===== src/rtl/kmc_npr_ctrl_if.sv =====
// Unibus NPR port of the KMC11 DMA controller. The controller is the master and
// the bus or memory side is the slave.
interface kmc_npr_ctrl_if;
  logic        busREQ;
  logic        busACK;
  logic [17:0] busADDR;
  logic        busWRITE;
  logic        busBYTE;
  logic [15:0] busDATAO;
  logic [15:0] busDATAI;

  modport master (
    output busREQ, busADDR, busWRITE, busBYTE, busDATAO,
    input  busACK, busDATAI
  );

  modport slave (
    input  busREQ, busADDR, busWRITE, busBYTE, busDATAO,
    output busACK, busDATAI
  );
endinterface


===== src/rtl/kmc_npr_ctrl.sv =====
// KMC11 NPR controller: runs one Unibus DMA transfer per NRQ write to NPRC,
// with an acknowledge timeout that reports NXM.
module kmc_npr_ctrl #(
  parameter int TIMEOUT = 255
) (
  input  logic                 clk,
  input  logic                 rst_n,
  input  logic                 kmcMCLR,
  input  logic                 kmcNPRCWR,
  input  logic [7:0]           kmcNPRCIN,
  input  logic [15:0]          kmcNPRIA,
  input  logic [15:0]          kmcNPROA,
  input  logic [15:0]          kmcNPROD,
  output logic [7:0]           kmcNPRC,
  output logic [15:0]          kmcNPRID,
  output logic                 kmcNPRDONE,
  kmc_npr_ctrl_if.master       bus
);

  typedef enum logic [1:0] {IDLE, REQ, DONE} state_t;

  localparam logic [15:0] CNT_LAST = 16'(TIMEOUT - 1);

  state_t      state, state_nxt;
  logic [15:0] cnt;
  logic [5:0]  cfg;
  logic        nxm;
  logic        clr;
  logic        start;
  logic        expire;

  // Word transfers (any in-transfer, or an out-transfer without BYTE) are even-aligned.
  function automatic logic [17:0] npr_addr(input logic [7:0] c,
                                           input logic [15:0] ia,
                                           input logic [15:0] oa);
    logic [17:0] a;
    a = c[7] ? {c[5:4], oa} : {c[3:2], ia};
    if (!(c[7] && c[6])) a[0] = 1'b0;
    return a;
  endfunction

  assign clr    = !rst_n || kmcMCLR;
  assign start  = (state == IDLE) && kmcNPRCWR && kmcNPRCIN[0];
  assign expire = (state == REQ) && !bus.busACK && (cnt == CNT_LAST);

  always_comb begin
    state_nxt = state;
    case (state)
      IDLE:    if (start) state_nxt = REQ;
      REQ:     if (bus.busACK || cnt == CNT_LAST) state_nxt = DONE;
      DONE:    state_nxt = IDLE;
      default: state_nxt = IDLE;
    endcase
  end

  always_ff @(posedge clk) begin
    if (clr) state <= IDLE;
    else     state <= state_nxt;
  end

  always_ff @(posedge clk) begin
    if (clr)                                cnt <= '0;
    else if (state == REQ && !bus.busACK)   cnt <= cnt + 16'd1;
    else if (state == DONE)                 cnt <= '0;
  end

  // NPRC is writable only from IDLE; writes during REQ/DONE are dropped entirely.
  always_ff @(posedge clk) begin
    if (clr) begin
      cfg <= '0;
      nxm <= 1'b0;
    end else if (state == IDLE && kmcNPRCWR) begin
      cfg <= kmcNPRCIN[7:2];
      if (kmcNPRCIN[0] || !kmcNPRCIN[1]) nxm <= 1'b0;
    end else if (expire) begin
      nxm <= 1'b1;
    end
  end

  // Bus address, direction and write data are captured once when the request starts.
  always_ff @(posedge clk) begin
    if (clr) begin
      bus.busADDR  <= '0;
      bus.busWRITE <= 1'b0;
      bus.busBYTE  <= 1'b0;
      bus.busDATAO <= '0;
    end else if (start) begin
      bus.busADDR  <= npr_addr(kmcNPRCIN, kmcNPRIA, kmcNPROA);
      bus.busWRITE <= kmcNPRCIN[7];
      bus.busBYTE  <= kmcNPRCIN[7] & kmcNPRCIN[6];
      bus.busDATAO <= kmcNPROD;
    end
  end

  always_ff @(posedge clk) begin
    if (clr)                                          kmcNPRID <= '0;
    else if (state == REQ && bus.busACK && !cfg[5])   kmcNPRID <= bus.busDATAI;
  end

  assign kmcNPRC    = {cfg, nxm, (state == REQ)};
  assign kmcNPRDONE = (state == DONE);
  assign bus.busREQ = (state == REQ);

endmodule


===== src/flat_wrapper.sv =====
// flat-port wrapper written by rule: the top's interface ports become plain ports
module kmc_npr_ctrl_flat 
#(
  parameter int TIMEOUT = 255
)
  (clk, rst_n, kmcMCLR, kmcNPRCWR, kmcNPRCIN, kmcNPRIA, kmcNPROA, kmcNPROD, kmcNPRC, kmcNPRID, kmcNPRDONE, bus_busREQ, bus_busADDR, bus_busWRITE, bus_busBYTE, bus_busDATAO, bus_busACK, bus_busDATAI);
  kmc_npr_ctrl_if bus_i ();
  input  logic clk;
  input  logic rst_n;
  input  logic kmcMCLR;
  input  logic kmcNPRCWR;
  input  logic [7:0] kmcNPRCIN;
  input  logic [15:0] kmcNPRIA;
  input  logic [15:0] kmcNPROA;
  input  logic [15:0] kmcNPROD;
  output logic [7:0] kmcNPRC;
  output logic [15:0] kmcNPRID;
  output logic kmcNPRDONE;
  output wire logic [$bits(bus_i.busREQ)-1:0] bus_busREQ;
  output wire logic [$bits(bus_i.busADDR)-1:0] bus_busADDR;
  output wire logic [$bits(bus_i.busWRITE)-1:0] bus_busWRITE;
  output wire logic [$bits(bus_i.busBYTE)-1:0] bus_busBYTE;
  output wire logic [$bits(bus_i.busDATAO)-1:0] bus_busDATAO;
  input wire logic [$bits(bus_i.busACK)-1:0] bus_busACK;
  input wire logic [$bits(bus_i.busDATAI)-1:0] bus_busDATAI;
  assign bus_busREQ = bus_i.busREQ;
  assign bus_busADDR = bus_i.busADDR;
  assign bus_busWRITE = bus_i.busWRITE;
  assign bus_busBYTE = bus_i.busBYTE;
  assign bus_busDATAO = bus_i.busDATAO;
  assign bus_i.busACK = bus_busACK;
  assign bus_i.busDATAI = bus_busDATAI;
  kmc_npr_ctrl #(.TIMEOUT(TIMEOUT)) u_core (.clk(clk), .rst_n(rst_n), .kmcMCLR(kmcMCLR), .kmcNPRCWR(kmcNPRCWR), .kmcNPRCIN(kmcNPRCIN), .kmcNPRIA(kmcNPRIA), .kmcNPROA(kmcNPROA), .kmcNPROD(kmcNPROD), .kmcNPRC(kmcNPRC), .kmcNPRID(kmcNPRID), .kmcNPRDONE(kmcNPRDONE), .bus(bus_i));
endmodule

===== config.mk =====
export PLATFORM = sky130hd
export DESIGN_NAME = kmc_npr_ctrl_flat
export DESIGN_NICKNAME = d
export VERILOG_FILES = /design/src/rtl/kmc_npr_ctrl_if.sv /design/src/rtl/kmc_npr_ctrl.sv /design/src/flat_wrapper.sv
export SDC_FILE = /design/constraint.sdc
export NUM_CORES = 1
export LEC_CHECK = 0
export ABC_AREA = 0
export CAP_MARGIN = 20
export CORE_ASPECT_RATIO = 1.2
export CORE_MARGIN = 1.5
export CORE_UTILIZATION = 45
export DETAILED_ROUTE_END_ITERATION = 12
export GPL_TIMING_DRIVEN = 0
export PLACE_DENSITY = 0.85
export SYNTH_ARGS = -nofsm -noshare
export SYNTH_HDL_FRONTEND = slang
export SYNTH_SLANG_ARGS = --single-unit

===== constraint.sdc =====
create_clock -name clk -period 3.32 [get_ports clk]
set_input_delay 0.332 -clock clk [delete_from_list [all_inputs] [get_ports clk]]
set_output_delay 0.332 -clock clk [all_outputs]
set_load 0.005 [all_outputs]

==> flow_summary.rst <==
.. list-table::
   :header-rows: 1

   * - Metric
     - Value
   * - Result of the run
     - completed
   * - Slew at the pin closest to its max-slew limit
     - 697 ps
   * - Initial drt markers
     - approximately 160
   * - Setup repair after global routing missed its margin
     - false
   * - Vertical extent of the die
     - 95.1 um
   * - Chain of cells forming the critical path
     - nand2b_1 > clkbuf_1 > inv_1 > clkdlybuf4s50_1
   * - Via/cell ratio
     - 5.29
   * - Fraction of the yosys area taken by sequential cells
     - about half
   * - Most frequent cells in the layout
     - 137 x sky130_fd_sc_hd__clkdlybuf4s50_1, 77 x sky130_fd_sc_hd__dfxtp_1, 75 x sky130_fd_sc_hd__nand2_1, 41 x sky130_fd_sc_hd__a21oi_1, 34 x sky130_fd_sc_hd__nor2_1
   * - Maximum clock path buffer count
     - 2
   * - Routability-driven placement congestion ratio
     - between 0.8 and 0.9
   * - Tot GR Track Use
     - about a quarter
   * - Post-Syn Area
     - 0.00318 mm^2
   * - Launching point of the worst reg2reg path
     - u_core.state[1]
   * - Overall power after layout
     - 1.94 mW
   * - Setup Skew
     - 7.92 ps
   * - Number of vias after detailed routing
     - 3210
   * - Critical-path cell with the highest stage delay
     - sky130_fd_sc_hd__clkdlybuf4s50_1
   * - Setup crit end kind
     - primary output
   * - Total overflow reported by the global router
     - 0
   * - Synthesized instance count
     - 367
   * - Minimum setup slack among reg-to-reg paths
     - 1490 ps
   * - # diodes
     - 0
   * - Final period utilization
     - between 60 and 70%
   * - Die Width
     - 79.7 um
   * - # resized after CTS
     - 0
   * - Area of the die
     - approximately 0.0076 mm^2
   * - Launch point of the worst path
     - u_core.state[0]
   * - Final #Nets
     - 594
   * - Area growth from synthesis to final layout
     - 53.3%
   * - Cell leakage power
     - 1.84 nW
   * - Arrival time at the worst endpoint
     - 1830 ps
   * - Largest net degree at the start of global routing
     - 14
   * - Synthesized netlist net count
     - approximately 450
   * - Antenna Violating Nets Remaining
     - 0
   * - Flip-flop and latch count after synthesis
     - 77
   * - Max-Slew Margin vs Limit
     - 53.5%
   * - Post-CTS Repair Setup Buffers
     - 0
   * - Met1 layer usage reported by global route
     - 27.4%
   * - Number of ports placed on the die boundary
     - 139
   * - Classification of the worst setup path
     - reg2out
   * - Met3 layer usage reported by global route
     - 5.74%
   * - Routing layer with the top usage in global route
     - met2
   * - Detailed-route DRC error count
     - 0
   * - Core region area
     - 0.00685 mm^2
   * - Count of synthesis-stage warnings from yosys
     - 0
   * - Starting density of the core
     - 46.4%
   * - Layout cells sized above 1
     - 6.15%
   * - Most common cell after layout, fill and taps aside
     - sky130_fd_sc_hd__clkdlybuf4s50_1
   * - Cell Rows
     - 33
   * - TritonCTS clock tree
     - yes
   * - Worst min-delay path startpoint
     - u_core.bus.busADDR[0]
   * - Final Hold Viols
     - 0
   * - Port Buffer Count
     - between 100 and 150
   * - Hold_buf cts
     - 0
   * - Tightest Hold Check Type
     - reg2reg
   * - Number of iterations in the first detailed-routing pass
     - 4
   * - Post-DR wirelength/cell
     - roughly 14 um
   * - Via count of the first global-routing pass
     - 3034
   * - Met2 GRT Util
     - 40.5%
   * - Critical Path Fanout Max
     - 10
   * - Final HPWL DP
     - ~6.5 mm
   * - Mapped Avg Cell Area
     - 8.67 um^2
   * - Clock Latency Late Sink
     - approximately 350 ps
   * - FMAX
     - 0.463 GHz
   * - Post-CTS clock slew at the launch and capture registers of the worst setup and hold paths
     - around 80 ps
   * - Final setup violation count
     - 0
   * - Post-detailed-routing wire length
     - ~8.7 mm
   * - Maximum vdd drop
     - 0.278 mV
   * - CTS Buf Count
     - 9
   * - Crit path required time
     - 2990 ps
   * - First-pass GRT wire length
     - 13.8 mm
   * - Number of different library cells in the post-synthesis netlist
     - 38
   * - Initial antenna violation count
     - 0
   * - Time the final worst path needs with I/O delays and setup
     - 2160 ps
   * - Power per standard cell area
     - 399 mW/mm^2
   * - H-tree depth
     - 3
   * - # clock sinks
     - 77
   * - Post-Route Setup TNS
     - 0 ps
   * - Slowest Stage Delay on Critical Path
     - 480 ps
   * - MaxCap Viol Count
     - 0
   * - Clk root buf
     - sky130_fd_sc_hd__clkbuf_8
   * - Nature of the critical path startpoint
     - flip-flop
   * - Max-slew violation count
     - 0
## sequential cells by signal, indices dropped and copies added (netlist names)
name                 flops
u_core.bus.busWRITE      1
u_core.bus.busBYTE       1
u_core.nxm               1
u_core.bus.busDATAO     16
u_core.cnt              16
u_core.bus.busADDR      18
u_core.kmcNPRID         16
u_core.cfg               6
u_core.state             2
## power by group
| group | switching, mW | internal (mW) | total [mW] |
|---|---|---|---|
| registers | 0.00880 | 0.939 | 0.947 |
| clock network | 0.341 | 0.423 | 0.765 |
| logic | 0.0933 | 0.138 | 0.232 |
| total | 0.444 | 1.50 | 1.94 |
## worst paths after layout
kind                                end  cells past startpoint
setup / recovery             kmcNPRDONE                      4
hold / removal    u_core.bus.busADDR[0]                      2
setup reg to reg          u_core.cnt[8]                      5
hold reg to reg   u_core.bus.busADDR[0]                      2
## cell families (layout without fill, tap and decap cells)
group | count (synthesis) | in the layout | synth area share, %
compound gates | 82 | 82 | 16.3
fa+ha+maj | 2 | 2 | 0.787
buf+inv | 34 | 187 | 4.84
flops | 77 | 77 | 48.5
mux | 26 | 26 | 8.26
simple gates | 146 | 146 | 21.4
## worst max-delay path: cells and delay by family, from the launching register on
kind,cells,cell delay [ps]
flops,1,350
simple gates,1,110
buf+inv,3,1010
## cells in the mapped netlist, drive strengths merged
master	n	area, um^2
dfxtp	77	1540
nand2	75	282
a21oi	41	205
nor2	34	128
mux2i	24	240
a211oi	17	128
buf	14	78.8
clkbuf	13	48.8
nand3	9	45.0
inv	7	26.3
a31oi	6	37.5
a41o	6	60.1
nor4	5	61.3
o21ai	5	25.0
a2111oi	3	26.3
and3	3	18.8
nand2b	3	18.8
nor2b	3	18.8
and2	2	12.5
ha	2	25.0
mux2	2	22.5
nand4	2	12.5
or3b	2	17.5
or4	2	15.0
or4b	2	20.0
a32o	1	10.0
and3b	1	8.76
nand3b	1	7.51
nor3b	1	7.51
o211a	1	10.0
o311ai	1	8.76
o31ai	1	7.51
or3	1	6.26
## stage by stage
stage,setup slack (ps),instance area (um^2),util [%],hold WS (ps),cells
after global routing,1030,4880,71.1,470,607
final,1160,4880,71.1,454,607
after global placement,1020,4660,68.0,441,591
after detailed placement,966,4660,68.0,447,591
after CTS,1150,4880,71.1,457,607
after floorplan,1660,3180,-,448,367
## area by class of cell
type                    count  area, um^2
plain buffers              27         128
inverters                   7        26.3
clock buffers              10         128
flip-flops and latches     77        1540
multi-input cells         256        1490
clock inverters             6        87.6
fillers                   537        1980
well taps                  87         109
repair buffers            137        1370
## metal layers
metal	up-vias	share of wire [%]
met5	-	0
met4	0	2.7
met3	18	7.4
met2	120	50
met1	1491	40
li1	1581	-
(Power assumes the default switching activity.)
==> RTL change (same settings) <==
`TIMEOUT` is set to 255 in 2 places; all go to 128.
--- a/src/rtl/kmc_npr_ctrl.sv
+++ b/src/rtl/kmc_npr_ctrl.sv
@@ -1,7 +1,7 @@
 // KMC11 NPR controller: runs one Unibus DMA transfer per NRQ write to NPRC,
 // with an acknowledge timeout that reports NXM.
 module kmc_npr_ctrl #(
-  parameter int TIMEOUT = 255
+  parameter int TIMEOUT = 128
 ) (
   input  logic                 clk,
   input  logic                 rst_n,
--- a/src/flat_wrapper.sv
+++ b/src/flat_wrapper.sv
@@ -1,7 +1,7 @@
 // flat-port wrapper written by rule: the top's interface ports become plain ports
 module kmc_npr_ctrl_flat 
 #(
-  parameter int TIMEOUT = 255
+  parameter int TIMEOUT = 128
 )
   (clk, rst_n, kmcMCLR, kmcNPRCWR, kmcNPRCIN, kmcNPRIA, kmcNPROA, kmcNPROD, kmcNPRC, kmcNPRID, kmcNPRDONE, bus_busREQ, bus_busADDR, bus_busWRITE, bus_busBYTE, bus_busDATAO, bus_busACK, bus_busDATAI);
   kmc_npr_ctrl_if bus_i ();
Behaviour: no difference found for any inputs over 10 cycles, from zero or initial values; that may be too few to reach the edited logic, so the function may still have changed.
==> RTL change against the original RTL <==
Non-clock buffer count down 1; clock power is 6.7% lower; largest power group unchanged; wire length grew 1.9%; power is 2.4% lower; worst setup slack improved by 180 ps; via count up 0.56%; sequential cell count is the same; cell area hardly changed; area after synthesis grew 0.55%; clock skew rose by 1.1 ps.
==> RTL change: results (changes against the original RTL) <==
| Metric | Value |
|---|---|
| Slew HR | 51.49% (was 53.52%) |
| RR Startpoint | u_core.cnt[0] (was u_core.state[1]) |
| Dpl ws | 1202 ps (was 965.7 ps) |
| Share of post-route cells with drive strength above 1 | 7.722% (was 6.154%) |
| Detailed-route via count | 3228 (was 3210) |
| Final instance area | 4878 µm² (was 4876 µm²) |
| First-pass DRT Iterations | 5 (was 4) |
| Top cells by count, synth | dfxtp_1, nand2_1, a21oi_1 (unchanged) |
| Routed len/inst | 14.72 µm (was 14.40 µm) |
| Seq/Total Area, Yosys | 48.20% (was 48.47%) |
| Status | finished, final reports clean (unchanged) |
| Psw | 447.4 µW (was 443.5 µW) |
| Syn nets | 443 (was 446) |
| Min Hold Slack | 456.1 ps (was 453.9 ps) |
| Leak | 1.757 nW (was 1.838 nW) |
| R2r setup slk | 1460 ps (was 1490 ps) |
| Hold Crit Endpoint | u_core.kmcNPRID[15] (was u_core.bus.busADDR[0]) |
| Crit path DAT | 1650 ps (was 1830 ps) |
| Post-synthesis cell type count | 46 (was 38) |
| Total GRT Usage | 24.13% (was 23.70%) |
| Initial DRC Count | 150 (was 157) |
| RR Endpoint | u_core.state[0] (was u_core.cnt[8]) |
| Layout filler cell count | 538 (was 537) |
| DP HPWL | 6858 µm (was 6525 µm) |
| Number of global-route vias before repair | 3095 (was 3034) |
==> RTL change: changes by cell type in the layout (fill, tap and decap cells not counted), moves of 4 or more <==
cell     unedited run  this run
a21oi_1            41        47
a41o_1              6         0
nor2_1             34        30
inv_1               7         3
==> RTL change: cell families after synthesis <==
family          synth area share (%)
simple gates                   22.85
flops                          48.20
mux                            7.512
buf+inv                        4.734
fa+ha+maj                     0.3912
compound gates                 16.32
==> RTL change: area by class of cell <==
type                            count  area [µm²]  area share (%)
Sequential cell                    77        1541           31.60
Multi-Input combinational cell    258        1505           30.85
Timing Repair Buffer              137        1371           28.11
Clock buffer                       11       141.4           2.898
Buffer                             26       136.4           2.796
Tap cell                           87       108.9           2.231
Clock inverter                      5       58.81           1.205
Inverter                            4       15.01          0.3078
==> RTL change: power groups by stage <==
stage	Clock [mW]	Sequential, mW	Combinational [mW]
floorplan	0	0.970	0.0852
global placement	0	0.969	0.230
detailed placement	0	0.970	0.234
CTS	0.727	0.948	0.235
global route	0.770	0.950	0.252
finish	0.714	0.948	0.235
==> RTL change: per-layer routing <==
metal	vias to the layer above	routed length, µm	part of all wire (%)	global-route usage [%]
li1	1573	-	-	-
met1	1512	3297	37	25.46
met2	123	4582	51	42.58
met3	20	822	9.2	10.24
met4	0	202	2.3	8.764
met5	-	0	0	0
==> RTL change: how the worst max path moves through the flow <==
stage	start	end	slack [ps]
5_1_grt	u_core.state[1]	kmcNPRC[0]	1260
4_1_cts	u_core.state[1]	kmcNPRC[0]	1320
3_5_place_dp	bus_busACK	u_core.cnt[15]	1200
2_1_floorplan	u_core.cnt[7]	u_core.cnt[15]	1870
6_report	u_core.state[1]	kmcNPRC[0]	1340
3_3_place_gp	bus_busACK	u_core.cnt[15]	1220
==> RTL change: worst reg2reg max path: cells and delay by family (launching register included) <==
kind | cells | cell delay, ps
AOI/OAI and AO/OA | 1 | 180
adders and majority gates | 1 | 230
and+or+nand+nor | 3 | 920
DFF | 1 | 370
